**config.mk**
```make
export PLATFORM = sky130hd
export DESIGN_NAME = afe_flag_fifo
export DESIGN_NICKNAME = d
export VERILOG_FILES = /design/src/rtl/afe_flag_fifo_pkg.sv /design/src/rtl/afe_flag_fifo_mem.sv /design/src/rtl/afe_flag_fifo.sv
export SDC_FILE = /design/constraint.sdc
export NUM_CORES = 1
export LEC_CHECK = 0
export CELL_PAD_IN_SITES_DETAIL_PLACEMENT = 0
export CELL_PAD_IN_SITES_GLOBAL_PLACEMENT = 1
export CORE_MARGIN = 5
export CORE_UTILIZATION = 45
export CTS_CLUSTER_DIAMETER = 50
export DETAILED_ROUTE_END_ITERATION = 8
export PLACE_DENSITY = 0.78
export SLEW_MARGIN = 20
export SYNTH_ARGS = -nofsm -noshare
export SYNTH_HDL_FRONTEND = slang
export SYNTH_SLANG_ARGS = --single-unit
```
**constraint.sdc**
```tcl
create_clock -name clk_i -period 5.7 [get_ports clk_i]
set_clock_uncertainty 0.1 [all_clocks]
set_input_delay 1.14 -clock clk_i [delete_from_list [all_inputs] [get_ports clk_i]]
set_output_delay 1.14 -clock clk_i [all_outputs]
set_load 0.1 [all_outputs]
```
**src/rtl/afe_flag_fifo_pkg.sv**
```systemverilog
`default_nettype none
// ============================================================================
// Module      : afe_flag_fifo_pkg
// Description : Shared AFE definitions for the flag-word FIFO and the register
//               interface that reads it. Holds the default FIFO depth, the
//               flag-word field layout, and a helper that packs a flag word.
// Revision    : 1.0 - initial release
// ============================================================================
package afe_flag_fifo_pkg;

  // Default FIFO geometry
  localparam int AFE_FLAG_DEPTH      = 8;
  localparam int AFE_FLAG_DATA_WIDTH = 32;

  // Flag-word field layout: {chid[31:24], flags[23:16], wptr[15:0]}
  localparam int AFE_FLAG_CHID_LSB   = 24;
  localparam int AFE_FLAG_CHID_W     = 8;
  localparam int AFE_FLAG_FLAGS_LSB  = 16;
  localparam int AFE_FLAG_FLAGS_W    = 8;
  localparam int AFE_FLAG_WPTR_LSB   = 0;
  localparam int AFE_FLAG_WPTR_W     = 16;

  // Pack the three fields into one flag word.
  function automatic logic [AFE_FLAG_DATA_WIDTH-1:0] afe_flag_word(
    input logic [AFE_FLAG_CHID_W-1:0]  chid,
    input logic [AFE_FLAG_FLAGS_W-1:0] flags,
    input logic [AFE_FLAG_WPTR_W-1:0]  wptr
  );
    logic [AFE_FLAG_DATA_WIDTH-1:0] w;
    w = '0;
    w[AFE_FLAG_CHID_LSB  +: AFE_FLAG_CHID_W]  = chid;
    w[AFE_FLAG_FLAGS_LSB +: AFE_FLAG_FLAGS_W] = flags;
    w[AFE_FLAG_WPTR_LSB  +: AFE_FLAG_WPTR_W]  = wptr;
    return w;
  endfunction

endpackage : afe_flag_fifo_pkg
`default_nettype wire

```
**src/rtl/afe_flag_fifo_mem.sv**
```systemverilog
`default_nettype none
// ============================================================================
// Module      : afe_flag_fifo_mem
// Description : Storage array for the flag FIFO. DEPTH x DATA_WIDTH registers,
//               one synchronous write port, one asynchronous read port.
//               Contents are deliberately not reset.
// Ports       : clk_i   - clock
//               we_i    - write enable
//               waddr_i - write address
//               wdata_i - write data
//               raddr_i - read address
//               rdata_o - read data (combinational)
// Revision    : 1.0 - initial release
// ============================================================================
module afe_flag_fifo_mem #(
  parameter int DEPTH      = 8,
  parameter int DATA_WIDTH = 32,
  parameter int AW         = (DEPTH > 1) ? $clog2(DEPTH) : 1
) (
  input  logic                  clk_i,
  input  logic                  we_i,
  input  logic [AW-1:0]         waddr_i,
  input  logic [DATA_WIDTH-1:0] wdata_i,
  input  logic [AW-1:0]         raddr_i,
  output logic [DATA_WIDTH-1:0] rdata_o
);

  logic [DATA_WIDTH-1:0] mem_q [DEPTH];

  always_ff @(posedge clk_i) begin
    if (we_i) begin
      mem_q[waddr_i] <= wdata_i;
    end
  end

  assign rdata_o = mem_q[raddr_i];

endmodule : afe_flag_fifo_mem
`default_nettype wire

```
**src/rtl/afe_flag_fifo.sv**
```systemverilog
`default_nettype none
// ============================================================================
// Module      : afe_flag_fifo
// Description : Flag-word FIFO between the flag generator and the register
//               interface. Backpressure or drop-on-full policy, registered
//               occupancy, threshold crossing event, sticky overflow flag.
// Ports       : clk_i, rst_ni       - clock, synchronous active-low reset
//               test_mode_i         - test mode (no functional effect)
//               clr_i               - synchronous flush
//               drop_mode_i         - 0: backpressure when full, 1: drop
//               in_valid_i/in_ready_o/in_data_i - push handshake
//               pop_i               - pop strobe
//               out_valid_o/out_data_o - head entry ('0 when empty)
//               level_o             - occupancy 0..DEPTH
//               thresh_i / event_o  - threshold and crossing pulse
//               ovflw_o / ovflw_clr_i - sticky drop flag and its clear
// Revision    : 1.0 - initial release
// ============================================================================
module afe_flag_fifo
  import afe_flag_fifo_pkg::*;
#(
  parameter int DEPTH      = AFE_FLAG_DEPTH,
  parameter int DATA_WIDTH = AFE_FLAG_DATA_WIDTH,
  parameter int LVL_WIDTH  = $clog2(DEPTH) + 1
) (
  input  logic                  clk_i,
  input  logic                  rst_ni,
  input  logic                  test_mode_i,
  input  logic                  clr_i,
  input  logic                  drop_mode_i,
  input  logic                  in_valid_i,
  output logic                  in_ready_o,
  input  logic [DATA_WIDTH-1:0] in_data_i,
  input  logic                  pop_i,
  output logic                  out_valid_o,
  output logic [DATA_WIDTH-1:0] out_data_o,
  output logic [LVL_WIDTH-1:0]  level_o,
  input  logic [LVL_WIDTH-1:0]  thresh_i,
  output logic                  event_o,
  output logic                  ovflw_o,
  input  logic                  ovflw_clr_i
);

  localparam int                   AW        = (DEPTH > 1) ? $clog2(DEPTH) : 1;
  localparam logic [LVL_WIDTH-1:0] DEPTH_LVL = LVL_WIDTH'(DEPTH);

  logic [AW-1:0]         wr_ptr_q, wr_ptr_d;
  logic [AW-1:0]         rd_ptr_q, rd_ptr_d;
  logic [LVL_WIDTH-1:0]  level_q,  level_d;
  logic                  event_q,  event_d;
  logic                  ovflw_q,  ovflw_d;

  logic                  w_full;
  logic                  w_empty;
  logic                  w_push;
  logic                  w_pop;
  logic                  w_store;
  logic                  w_drop;
  logic                  w_thr_en;
  logic [DATA_WIDTH-1:0] w_head;

  // Test mode has no functional effect in this block.
  logic unused_test_mode;
  assign unused_test_mode = test_mode_i;

  assign w_full  = (level_q == DEPTH_LVL);
  assign w_empty = (level_q == '0);

  // Ready depends only on registered state and static inputs, never on pop_i.
  // Held high while in reset so the producer sees an empty FIFO.
  assign in_ready_o = !rst_ni || drop_mode_i || !w_full;

  // A flush swallows any same-cycle push or pop.
  assign w_push  = in_valid_i && in_ready_o && !clr_i;
  assign w_pop   = pop_i && !w_empty && !clr_i;
  // When full, a same-cycle pop frees the slot so the word is kept.
  assign w_store = w_push && (!w_full || w_pop);
  assign w_drop  = w_push && w_full && !w_pop;

  // Zero disables the event; a threshold beyond DEPTH can never be reached.
  assign w_thr_en = (thresh_i != '0) && (thresh_i <= DEPTH_LVL);

  always_comb begin
    wr_ptr_d = wr_ptr_q;
    rd_ptr_d = rd_ptr_q;
    level_d  = level_q;
    event_d  = 1'b0;
    ovflw_d  = ovflw_q;

    if (clr_i) begin
      wr_ptr_d = '0;
      rd_ptr_d = '0;
      level_d  = '0;
    end else begin
      if (w_store) begin
        wr_ptr_d = wr_ptr_q + AW'(1);
      end
      if (w_pop) begin
        rd_ptr_d = rd_ptr_q + AW'(1);
      end
      unique case ({w_store, w_pop})
        2'b10:   level_d = level_q + LVL_WIDTH'(1);
        2'b01:   level_d = level_q - LVL_WIDTH'(1);
        default: level_d = level_q;
      endcase
      // Edge detect on the level itself: fires once per upward crossing.
      event_d = w_thr_en && (level_q < thresh_i) && (level_d >= thresh_i);
    end

    // A drop in the same cycle as the clear wins.
    if (w_drop) begin
      ovflw_d = 1'b1;
    end else if (ovflw_clr_i) begin
      ovflw_d = 1'b0;
    end
  end

  always_ff @(posedge clk_i) begin
    if (!rst_ni) begin
      wr_ptr_q <= '0;
      rd_ptr_q <= '0;
      level_q  <= '0;
      event_q  <= 1'b0;
      ovflw_q  <= 1'b0;
    end else begin
      wr_ptr_q <= wr_ptr_d;
      rd_ptr_q <= rd_ptr_d;
      level_q  <= level_d;
      event_q  <= event_d;
      ovflw_q  <= ovflw_d;
    end
  end

  afe_flag_fifo_mem #(
    .DEPTH      (DEPTH),
    .DATA_WIDTH (DATA_WIDTH),
    .AW         (AW)
  ) u_mem (
    .clk_i   (clk_i),
    .we_i    (w_store && rst_ni),
    .waddr_i (wr_ptr_q),
    .wdata_i (in_data_i),
    .raddr_i (rd_ptr_q),
    .rdata_o (w_head)
  );

  assign out_valid_o = !w_empty;
  assign out_data_o  = w_empty ? '0 : w_head;
  assign level_o     = level_q;
  assign event_o     = event_q;
  assign ovflw_o     = ovflw_q;

endmodule : afe_flag_fifo
`default_nettype wire
```
Yosys cells after proc, flatten, opt, wreduce, memory -nomap -nowiden:

Memories as Yosys holds them, arrays and structs flattened. A register that Yosys moved wholly into a read port is not among the register bits.
Cells that the tools add are included.

* multiplexer cells: 9
* $lt $le $gt $ge: 3
* shifts and indexed selects: 0
* bitwise operators: 1
* div/mod/pow operators: 0
* add/sub/neg operators: 4
* reductions and logical operators: 23
* $mul: 0
* equality and inequality tests: 3

Operator list (count)
* $mux W32: 1
* $logic_and A1 B1 Y1: 11
* $pmux W4 S2: 1
* $add A3 B1 Y3 const B: 2
* $mux W3: 2
* $logic_not A1 Y1: 5
* $add A4 B1 Y4 const B: 1
* $eq A4 B4 Y1 const B: 1
* $ge A4 B4 Y1: 1
* $le A4 B4 Y1 const B: 1
* $logic_not A4 Y1: 1
* $lt A4 B4 Y1: 1
* $mux W1: 4
* $mux W4: 1
* $reduce_bool A4 Y1: 1
* $sub A4 B1 Y4 const B: 1
* $logic_or A1 B1 Y1: 3
* $eq A2 B1 Y1 const B: 1
* $eq A2 B2 Y1 const B: 1
* $reduce_bool A2 Y1: 1
* $reduce_or A2 Y1: 1
* $not A1 Y1: 1

* bits in writable memories: 256
* output and inout bits: 40
* register bits: 12
* input bits: 44
* memories kept: 1
* logic and storage cells: 49
* memory bits (read-only): 0
* bits in latches: 0

Memory list
* u_mem.mem_q: words 8, bits a word 32, read ports 1, clocked after memory_dff 1, wr ports 1, line afe_flag_fifo_mem.sv:28 `logic [DATA_WIDTH-1:0] mem_q [DEPTH];`

Depth between registers and ports, before layout:

* depth in word-level cells: 11
* depth in mapped cells: 13
* mapped depth without buffers: 13

Hierarchy:

From an unflattened synthesis, not the netlist that was laid out.

* cell total of the unflattened synthesis: 511
* area, all modules: 10903.0 um2

Modules (own cells, without submodules)
* afe_flag_fifo_mem: area an instance 9825.7 um2, times used 1, seq. area each 7687.4 um2, cells each 383
* afe_flag_fifo: area an instance 1077.3 um2, times used 1, seq. area each 240.2 um2, cells each 128

Worst setup path before layout:

OpenSTA, ideal clock, no wires.

* path type: input to register
* from: input rst_ni
* to: memory u_mem.mem_q[0][0], enable pin
* slack: 371 ps
* path buffers: 0
* arrival time: 4727 ps
* library setup time: 501 ps
* stages: 4
* cells stage by stage: nor2b_1 -> o21ai_2 -> nand2_2 -> nor4_1

* word-level cells in the longest chain between the ends: 9

RTL lines
* from (decl): line afe_flag_fifo.sv:27 `input logic rst_ni,`
* $logic_not A1 Y1
* $logic_or A1 B1 Y1 (2 in series): line afe_flag_fifo.sv:71 `assign in_ready_o = !rst_ni || drop_mode_i || !w_full;`
* $logic_and A1 B1 Y1 (2 in series): line afe_flag_fifo.sv:74 `assign w_push = in_valid_i && in_ready_o && !clr_i;`
* $logic_and A1 B1 Y1: line afe_flag_fifo.sv:77 `assign w_store = w_push && (!w_full || w_pop);`
* $logic_and A1 B1 Y1 (*): line afe_flag_fifo.sv:140 `.we_i (w_store && rst_ni),`
* $mux W1 (*): line afe_flag_fifo_mem.sv:31 `if (we_i) begin`
* $mux W1 (implied by the code) (*): line afe_flag_fifo_mem.sv:32 `mem_q[waddr_i] <= wdata_i;`
* to (decl): line afe_flag_fifo_mem.sv:28

Every way passes the cells marked *; elsewhere a longest branch is shown, timed or not.

==> summary.md <==
| Metric | Value |
|---|---|
| Status | `completed` |
| Critical Path Start Type | `register` |
| CP Capture Point | `out_data_o[0]` |
| Row Count | `56` |
| Slew headroom | `33.9%` |
| # Post-CTS Setup Buffers | `0` |
| Hold Crit Class | `register to register` |
| Total Neg Setup Slack | `0 ps` |
| Gr ovfl total | `0` |
| Fin nets | `681` |
| GR Util All Layers | `15.5%` |
| Via/cell ratio | `5.36` |
| Initial Util | `45.8%` |
| Global-route wire length before repair | `approximately 32 mm` |
| Mapped cell area | `10700 sq um` |
| Share of Yosys cell area claimed by the top area cell type | `roughly 72%` |
| Hold buffers post-CTS | `0` |
| Power Dens Cells | `about 320 nW/um^2` |
| Worst path slowest cell | `clkdlybuf4s50_1` |
| Die area | `between 20000 and 30000 sq um` |
| Mean post-synth cell area | `20.9 sq um` |
| Final-report hold violation count | `0` |
| R2R Setup Slk | `2270 ps` |
| Clock Tree Buf Depth | `3` |
| Critical path, cell by cell | `buf_12 -> mux4_2 -> mux2i_1 -> nor2_1 -> clkdlybuf4s50_1` |
| Endpoint type of the worst setup path | `output pin` |
| # port buffers | `82` |
| Ports | `84` |
| Reg area | `8000 sq um` |
| Type of the worst setup path | `register to output pin` |
| Share of layout cells above drive strength 1 | `a little over a fifth` |
| Antenna diodes | `0` |
| Worst slew pin tran | `992 ps` |
| Sequential element share of the synthesized area | `74.4%` |
| Fin crit share | `82.7%` |
| Reg2Reg Launch Point | `level_o[3]$_SDFF_PP0_` |
| Layout fillers | `~1.8k` |
| Worst hold start | `ovflw_o$_SDFFE_PN0P_` |
| Largest area contributor in the synthesized netlist | `edfxtp_1` |
| Synth Register Bits | `271` |
| DR iter-0 viols | `289` |
| GP Congestion | `0.762` |
| Total Power | `4.08 mW` |
| H-tree levels | `1` |
| Area Overhead vs Synth | `19.7%` |
| Die Ht | `164 um` |
| Detailed Place HPWL | `12.0 mm` |
| Peak fanout along the critical path | `34` |
| Placed inst area | `12000 sq um` |
| Placeable core area | `23500 sq um` |
| Largest net degree at the start of global routing | `between 60 and 70` |
| YS warnings | `0` |
| Gates resized, CTS repair | `0` |
| TritonRoute pass-1 iters | `4` |
| Vias in the first global route | `5657` |
| Critical Path RT | `4460 ps` |
| CTS Sinks | `~270` |
| DR vias | `between 5k and 6k` |
| Multi-input gate area | `2590 sq um` |
| R2R depth | `13` |
| Synth area leaders | `edfxtp_1 72%, mux4_2 13%, mux2i_1 3.4%` |
| Initial antenna violation count | `0` |
| R2r endpoint | `event_o$_SDFF_PP0_` |
| RSZ-0062 raised after global routing | `no` |
| Antenna viol nets, final | `0` |
| Max-cap viol count | `0` |
| Minimum clock period | `4710 ps` |
| Clk root buf | `clkbuf_16` |
| Crit path arrival time | `3470 ps` |
| Static Leak | `4.00 nW` |
| Worst hold stages | `2` |
| Crit path buffers/inverters | `2` |
| Worst ir drop on vdd | `about 0.25 mV` |
| Overall routed net length | `approximately 20 mm` |
| Clock latency at the later pin of the worst-skew pair | `520 ps` |
| Critical path depth | `5` |
| Worst path max stage delay | `980 ps` |
| Syn nets | `571` |
| Design Area, Final | `12900 sq um` |
| Final setup fails | `0` |
| Routed wire per std cell | `21.2 um` |
| TritonCTS Buffers | `29` |
| Fmax | `between 200 and 250 MHz` |
| Cell family with most CP delay | `buffers and inverters` |
| Yosys cell types | `40` |
| Final Slew Violations | `0` |
| Clock transition at path regs | `60 ps` |
| Post-Synthesis Cells | `514` |
| DRC | `0` |
| Worst hold slack | `386 ps` |
| Die extent in x | `164 um` |
| CTS tree | `built` |
per-stage QoR:
step	worst slack (ps)	std cells	utilization [%]
2_1_floorplan	371	514	-
3_3_place_gp	1090	912	51.1
3_5_place_dp	1040	912	51.1
4_1_cts	875	961	54.8
5_1_grt	761	961	54.8
6_report	986	961	54.8
worst min-delay path: stages (launching register included):
cell and delay [ps]:
dfxtp_1 310, nand2b_1 60, a21boi_0 60
cell families after synthesis:
group	Yosys count	synth area share [%]
AOI/OAI and AO/OA	16	1.01
xor gates and xnor gates	5	0.408
adders and majority gates	13	1.58
buffers and inverters	29	1.98
DFF	271	74.4
muxes	101	16.9
and+or+nand+nor	79	3.73
report_power, final:
part / internal [mW] / switching, mW
clock: 1.02 / 0.685
sequential: 2.19 / 0.00507
combinational: 0.0623 / 0.121
total: 3.26 / 0.812
worst min path at each step:
stage	end	slack, ps
6_report	ovflw_o$_SDFFE_PN0P_	390
5_1_grt	ovflw_o$_SDFFE_PN0P_	430
4_1_cts	ovflw_o$_SDFFE_PN0P_	380
3_5_place_dp	ovflw_o$_SDFFE_PN0P_	370
3_3_place_gp	ovflw_o$_SDFFE_PN0P_	370
2_1_floorplan	register	390
per-layer routing:
metal	part of all wire, %	global-route usage [%]	up-vias
met1	42	20.8	2700
met2	52	27.1	109
met4	1.1	3.02	0
met5	0	0	-
li1	-	-	2322
met3	4.6	2.50	18
state kept, by name, summed over array words and instances (netlist names), named ones only:
name and flops:
wr_ptr_q 3, rd_ptr_q 3, ovflw_o 1, u_mem.mem_q 256, level_o 4, event_o 1
Yosys cell counts:
library cell,count
nand2_2,1
a21o_1,1
nor3_1,6
a211oi_1,1
a21oi_1,4
nand3_1,3
nand2b_1,6
xnor2_1,4
a31oi_1,2
nor4b_4,1
a41o_1,1
dfxtp_1,15
nor4_1,3
buf_12,3
xor2_1,1
nand4_1,1
nor3_4,1
nor4_4,1
o21ai_0,3
a21boi_0,1
and2_1,2
fa_1,1
edfxtp_1,256
mux2i_1,36
buf_8,3
clkbuf_2,1
nand2_1,10
mux4_1,1
buf_6,1
o221a_2,1
nor2_1,40
nor2b_1,4
clkbuf_1,4
a31o_2,1
inv_1,7
mux2_2,1
o21ai_2,1
mux4_2,63
buf_2,10
ha_1,12
final cells by class:
cell class,count,area share (%)
clock inverters,14,0.973
clock buffers,35,5.82
well taps,319,3.10
flip-flops and latches,271,62.2
inverters,7,0.204
multi-input cells,214,20.1
repair buffers,101,7.59
cell usage in the layout (no fill, tap or decap), types with 4 or more instances in the layout:
cell type / instances
clkbuf_16: 29
clkdlybuf4s50_1: 82
buf_4: 18
nand2_1: 10
edfxtp_1: 256
nor2_1: 39
inv_1: 7
nor3_2: 4
a21oi_1: 4
dfxtp_1: 12
nand2b_1: 6
xnor2_1: 4
nor2b_1: 4
clkbuf_1: 6
ha_1: 12
clkinv_1: 5
mux2i_1: 36
mux4_2: 63
(Power assumes the default switching activity.)
